`config.mk`:
```
export PLATFORM = sky130hd
export DESIGN_NAME = dm_burst_ctrl
export DESIGN_NICKNAME = d
export VERILOG_FILES = /design/src/rtl/dm_pkg.sv /design/src/rtl/dat_mem.sv /design/src/rtl/dm_burst_ctrl.sv
export SDC_FILE = /design/constraint.sdc
export NUM_CORES = 2
export LEC_CHECK = 0
export BUFFER_PORTS_ARGS = -buffer_cell sky130_fd_sc_hd__buf_2
export CAP_MARGIN = 20
export CORE_MARGIN = 2
export CORE_UTILIZATION = 63
export CTS_CLUSTER_DIAMETER = 120
export DETAILED_ROUTE_END_ITERATION = 12
export GPL_ROUTABILITY_DRIVEN = 0
export GPL_TIMING_DRIVEN = 1
export PLACE_DENSITY_LB_ADDON = 0.2
export SLEW_MARGIN = 10
export SYNTH_ARGS = -nofsm -noshare
export SYNTH_HDL_FRONTEND = slang
export SYNTH_SLANG_ARGS = --single-unit
```
`constraint.sdc`:
```
create_clock -name CLK -period 4.45 [get_ports CLK]
set_clock_uncertainty 0.15 [all_clocks]
set_input_delay 0.6675 -clock CLK [delete_from_list [all_inputs] [get_ports CLK]]
set_output_delay 0.6675 -clock CLK [all_outputs]
set_load 0.02 [all_outputs]
```
`src/rtl/dm_pkg.sv`:
```
// Shared types and default widths for the burst memory controller.
// No logic here; the widths are defaults that instances may override.
// Not applicable: the package carries no flow control.
package dm_pkg;

  localparam int DW_DEF = 8;
  localparam int AW_DEF = 8;
  localparam int LW_DEF = 2;

  typedef enum logic [1:0] {
    IDLE = 2'd0,
    RD   = 2'd1,
    WR   = 2'd2
  } state_t;

endpackage

```
`src/rtl/dat_mem.sv`:
```
// Single-address data store, 2^AW x DW, synchronous write, registered read.
// Latency: read data appears one cycle after re; writes land at the clock edge.
// No backpressure: we/re are honoured every cycle; rdata holds while re is low.
module dat_mem #(
  parameter int DW = 8,
  parameter int AW = 8
) (
  input  logic          clk,
  input  logic          rst,
  input  logic          we,
  input  logic          re,
  input  logic [AW-1:0] addr,
  input  logic [DW-1:0] wdata,
  output logic [DW-1:0] rdata
);

  logic [DW-1:0] mem [2**AW];

  // Array write; the array itself survives reset.
  always_ff @(posedge clk) begin
    if (we) mem[addr] <= wdata;
  end

  // Read register: only the output stage is cleared, and it holds between reads.
  always_ff @(posedge clk or posedge rst) begin
    if (rst)     rdata <= '0;
    else if (re) rdata <= mem[addr];
  end

endmodule

```
`src/rtl/dm_burst_ctrl.sv`:
```
// Burst load/store controller in front of a dat_mem array (1..4 beats per burst).
// Latency: load data 2 cycles after accept, one beat per cycle; store done 1 cycle after last beat.
// Backpressure: ready_o low while a burst runs; store beats stall on wr_valid_i without limit.
import dm_pkg::*;

module dm_burst_ctrl #(
  parameter int DW = DW_DEF,
  parameter int AW = AW_DEF,
  parameter int LW = LW_DEF
) (
  input  logic          CLK,
  input  logic          reset,
  input  logic          req_i,
  input  logic          we_i,
  input  logic [AW-1:0] adr_i,
  input  logic [LW-1:0] len_i,
  output logic          ready_o,
  input  logic [DW-1:0] wr_data_i,
  input  logic          wr_valid_i,
  output logic          wr_ready_o,
  output logic [DW-1:0] rd_data_o,
  output logic          rd_valid_o,
  output logic          done_o
);

  state_t        state, state_nxt;
  logic [AW-1:0] ptr;
  logic [LW-1:0] cnt;
  logic          dir;
  logic          accept;
  logic          rd_beat;
  logic          wr_beat;
  logic          last_beat;
  logic          mem_we;

  // State register.
  always_ff @(posedge CLK or posedge reset) begin
    if (reset) state <= IDLE;
    else       state <= state_nxt;
  end

  // Next state: leave a burst only once the beat with cnt == 0 has happened.
  always_comb begin
    state_nxt = state;
    case (state)
      IDLE:    if (req_i)                          state_nxt = we_i ? WR : RD;
      RD:      if (cnt == '0)                      state_nxt = IDLE;
      WR:      if (wr_valid_i && (cnt == '0))      state_nxt = IDLE;
      default:                                     state_nxt = IDLE;
    endcase
  end

  // Outputs and beat strobes decoded from the current state.
  always_comb begin
    ready_o    = (state == IDLE);
    wr_ready_o = (state == WR);
    accept     = req_i & ready_o;
    rd_beat    = (state == RD);
    wr_beat    = wr_ready_o & wr_valid_i;
    last_beat  = (rd_beat | wr_beat) & (cnt == '0);
    mem_we     = wr_beat & dir;
  end

  // Burst pointer/count: load on accept, step on every beat; ptr wraps naturally.
  always_ff @(posedge CLK or posedge reset) begin
    if (reset) begin
      ptr <= '0;
      cnt <= '0;
      dir <= 1'b0;
    end else if (accept) begin
      ptr <= adr_i;
      cnt <= len_i;
      dir <= we_i;
    end else if (rd_beat || wr_beat) begin
      ptr <= ptr + 1'b1;
      cnt <= cnt - 1'b1;
    end
  end

  // Completion and read-valid trail the beat by one cycle, so they stay correct
  // even after the FSM has already returned to IDLE and taken a new request.
  always_ff @(posedge CLK or posedge reset) begin
    if (reset) begin
      rd_valid_o <= 1'b0;
      done_o     <= 1'b0;
    end else begin
      rd_valid_o <= rd_beat;
      done_o     <= last_beat;
    end
  end

  dat_mem #(
    .DW(DW),
    .AW(AW)
  ) u_mem (
    .clk   (CLK),
    .rst   (reset),
    .we    (mem_we),
    .re    (rd_beat),
    .addr  (ptr),
    .wdata (wr_data_i),
    .rdata (rd_data_o)
  );

endmodule

```
Word level (Yosys, flattened, before mapping). Memory sizes are Yosys's and may differ from the RTL's. A register that Yosys moved wholly into a read port is not among the register bits. Cells that the tools add are included.

Register bits after elaboration: 15. Memory bits (writable): 2048. Input port bits: 23. Output and inout bits: 12. Logic and storage cells: 36. Memories: 1.

Memories: u_mem.mem (depth 256, bits a word 8, read ports 1, clocked after Yosys merged registers in 1, wr ports 1, line dat_mem.sv:17) `logic [DW-1:0] mem [2**AW];`.

Add/sub/neg operators: 2. Equal/unequal tests: 5. Mux-type cells: 11. Bitwise operators: 5. Reductions and logical operators: 6.

Operator list (count): two-way mux 8 bit (2); two-way mux 2 bit (6); adder 8 x 1 -> 8 bit (second input constant) (1); case mux 2 bit (3 select lines) (1); AND 1 bit (4); logical NOT 2 bit (2); inequality test 2 x 1 -> 1 bit (second input constant) (2); AND reduction 3 bit (1); == test 2 x 1 -> 1 bit (second input constant) (1); == test 2 bit (second input constant) (1); two-way mux 1 bit (2); inequality test 2 bit (second input constant) (1); nonzero test 2 bit (1); subtractor 2 x 1 -> 2 bit (second input constant) (1); logical AND 1 bit (1); logical OR 1 bit (1); bitwise OR 1 bit (1).

Longest topological paths before layout.
Word-level depth: 5. Mapped depth: 13. Mapped depth without buffers: 7.

By module. Synthesis repeated with hierarchy kept, for this count alone.

Cell total of the unflattened synthesis: 3799. Area, all modules: 80673.6 um2.

By module, submodules not included: dat_mem (times used 1, cells each 3715, area each 79867.8 um2, seq. area each 61699.2 um2); dm_burst_ctrl (times used 1, cells each 84, area each 805.8 um2, seq. area each 375.4 um2).

Worst setup path before layout. OpenSTA, ideal clock, no wires.

Kind: reg2reg. From: register ptr[1]. To: memory u_mem.mem[53][0], enable pin. Library setup time: 0.370 ns. Arrival time: 2.554 ns. Required time: 3.930 ns. Path slack: 1.376 ns. Cell stages (with the launch flop): 12. Buffers on the path: 6. Clock period less this slack: 3.074 ns. Cells stage by stage: dfrtp_1 buf_6 buf_6 buf_6 inv_2 buf_2 buf_2 ha_1 and2_1 nand2_1 clkbuf_1 nor2_1.

RTL lines: from (decl) (line dm_burst_ctrl.sv:27) `logic [AW-1:0] ptr;`; from (signal assigned) (line dm_burst_ctrl.sv:71) `ptr <= adr_i;`; from (signal assigned) (line dm_burst_ctrl.sv:75) `ptr <= ptr + 1'b1;`; to (decl) (line dat_mem.sv:17).

Straight into the memory's write port.

==> out/summary.txt <==
Outcome -> complete, no violations
Pins over their slew limit -> 0
Post-synth EDFFs -> 2048
Hold EP -> state[1]
Remaining antenna violation count -> 0
Hold Path Cell Cnt -> 3
Hold Path Origin -> req_i
Min Tclk post-route -> 4042 ps
Sequential-to-total area share from yosys stat -> 0.7682
Crit Path Class -> reg2reg
Internal power -> 0.03777 W
CP startpoint kind -> flop
Post-synthesis cell area -> 0.08080 mm2
Share of post-route cells with drive strength above 1 -> 0.2893
IO Pins -> 35
R2R Path End -> u_mem.rdata[7]
YS warnings -> 0
Syn Area/Cell -> 21.47 um2
Hold WC Path Type -> in2reg
Switch share -> 0.3040
Unique cell type count in the Yosys netlist -> 56
Area grow syn2layout -> 13.21%
P per Cell Area -> 593.3 mW/mm2
Reg-to-reg startpoint -> ptr[1]
Power share of the combinational group -> 0.285
Top_reg_cell synth -> edfxtp_1
Congestion Overflow GR -> 0
Clk sink count -> 2071
CP Capture Type -> flop
Top achievable clock speed -> 0.2474 GHz
Pre-antenna DRT Iters -> 6
WHS -> 61.08 ps
Final setup vio count -> 0
Drt wl/cell -> 34.57 um
Worst path arrival time -> 4550 ps
Die footprint -> 0.1311 mm2
CTS resizes -> 0
Vias in the first global route -> 41850
Post-CTS Setup Bufs -> 0
Synthesized flop and latch total -> 2071
Via density -> 6.984
Syn Nets -> 3791
CTS tree -> done
Post-synth ARST share -> 0.01111
Max_cap viols -> 0
Initial antenna violation count -> 8
Port Buffers -> 34
Fillers -> 7118
Final period util -> 0.9084
Global Route Usage Sum -> 0.3212
Clock-pin slew on the worst setup and hold paths -> 60 ps
Sw power -> 0.01650 W
Inserted Clock Buffers -> 196
Final TNS setup -> 0 ps
Die height -> 362.1 um
Share of power burned in registers -> 0.407
Hpwl dp -> 126200 um
Worst-case reg-to-reg path depth -> 7
Row cnt -> 131
Clock Tree Buf Depth -> 3
Synth Instances -> 3763
Multi-input gate area -> 0.01739 mm2
CTS root buf -> clkbuf_16
RSZ-0062 raised after global routing -> no
Final count of hold timing violations -> 0
Residual DRC -> 0
Worst Max-Slew Pin Slew -> 1127 ps
Clock network fraction of design power -> 0.308
VDD IR-drop max -> 0.4392 mV
Final WL -> 206300 um
Die W -> 362.1 um
Latest clock arrival within the worst-skew pair -> 820 ps
Nets -> 4168
Worst slew margin -> 0.2459
DR vias -> 41680
Core box area -> 0.1274 mm2
R2R setup slack -> 410 ps
Largest net degree at the start of global routing -> 164
Global-route wire length before repair -> 297000 um
Max H-tree Level -> 4
Initial DRC Count -> 6108
Leakage -> 28.97 nW
Register area -> 0.06209 mm2
Cts-stage hold buffer count -> 7
Critical Path RT -> 4950 ps
Starting density of the core -> 0.6345
Crit path max fanout -> 82
-- power by group through the flow --
| stage | clock, W | combinational (W) | sequential (W) |
|---|---|---|---|
| after floorplan | 0 | 0.0100 | 0.0221 |
| after global placement | 0 | 0.0150 | 0.0224 |
| after detailed placement | 0 | 0.0152 | 0.0225 |
| after CTS | 0.0169 | 0.0153 | 0.0220 |
| after global routing | 0.0176 | 0.0160 | 0.0221 |
| final | 0.0167 | 0.0155 | 0.0221 |
-- metal layers --
layer  vias up  global-route usage  share of wire
met5         -                   0        0.00011
li1      16450                   -              -
met3       483             0.08904           0.13
met4         4              0.1282          0.044
met1     21680              0.4610           0.37
met2      3064              0.4781           0.46
-- layout by cell type, fill, tap and decap left out, types with 26 or more instances in the layout --
cell type,n
mux2i_1,127
buf_12,32
clkbuf_1,37
nand3_1,35
buf_4,333
edfxtp_1,2048
a22oi_1,45
o21ai_0,51
clkbuf_16,203
clkinv_2,32
a21oi_1,42
buf_2,26
mux4_2,520
clkinv_1,49
nor2_1,293
mux2_2,30
nand2_1,110
-- cells in the mapped netlist (all sizes together) (4+ instances only) --
master,number,area share
nor2,294,0.014
o21ai,51,0.0032
o22ai,7,0.00054
a21oi,42,0.0026
nand2b,7,0.00054
o211ai,10,0.00099
o221ai,5,0.00054
nor2b,22,0.0017
nor4,4,0.00031
mux2,30,0.0042
nand3,35,0.0022
a211oi,8,0.00074
a22oi,45,0.0042
a221oi,15,0.0016
and3,4,0.00031
o22a,4,0.00043
edfxtp,2048,0.76
dfrtp,23,0.0071
or3,4,0.00031
a311oi,4,0.00043
o32ai,5,0.00054
a22o,8,0.00087
mux4,520,0.14
ha,5,0.00077
clkbuf,83,0.0039
a32oi,10,0.0011
a2111oi,6,0.00073
inv,8,0.00037
buf,144,0.013
a31oi,23,0.0018
xor2,5,0.00054
nand4,9,0.00070
nand2,110,0.0051
and2,12,0.00093
mux2i,127,0.016
-- area by class of cell --
| class | instances | share of cell area |
|---|---|---|
| sequential | 2071 | 0.6788 |
| timing repair buffer | 406 | 0.03758 |
| clock inverter | 121 | 0.01328 |
| inverter | 8 | 0.0003282 |
| antenna | 1 | 0.00002735 |
| multi-input combinational | 1457 | 0.1901 |
| tap | 1662 | 0.02273 |
| clock buffer | 241 | 0.05720 |
-- metrics by stage --
stage,util,std cells,power (W),area (um2),worst slack [ps]
2_1_floorplan,-,3763,0.03215,80800,1376
3_3_place_gp,0.6671,5597,0.03742,84960,647.3
3_5_place_dp,0.6671,5597,0.03763,84960,507.1
4_1_cts,0.7183,5966,0.05423,91480,478.9
5_1_grt,0.7183,5966,0.05568,91480,398.7
6_report,0.7183,5967,0.05427,91480,407.6
-- flip-flops by register name, summed over array words and instances (netlist names) --
name,count
u_mem.mem,2048
rd_valid_o,1
done_o,1
state,2
ptr,8
dir,1
u_mem.rdata,8
cnt,2
-- critical path, stage by stage (launching register included) --
cell,delay (ps)
dfrtp_4,840
buf_12,490
mux4_2,410
mux2i_1,400
o21ai_0,170
a311o_1,470
nor4_1,640
o32ai_1,210
-- logic make-up (layout without fill, tap and decap cells) --
kind of cell    count (synthesis)  in the layout  synth area share
buf+inv                       235            776           0.01699
compound gates                257            257           0.02180
flops                        2071           2071            0.7682
other cells                     0              1                 0
fa+ha+maj                       5              5         0.0007742
xor+xnor                        8              8         0.0008672
simple gates                  510            510           0.02651
mux                           677            677            0.1648
-- how the worst max path moves through the flow --
stage | start | end | slack, ps
after CTS | ptr[1] | u_mem.rdata[7] | 480
after floorplan | ptr[1] | u_mem.mem[53][0] | 1380
after global routing | ptr[1] | u_mem.rdata[7] | 400
after global placement | ptr[1] | u_mem.rdata[7] | 650
after detailed placement | ptr[1] | u_mem.rdata[7] | 510
final | ptr[1] | u_mem.rdata[7] | 410
Power figures use the tool's default switching activity.
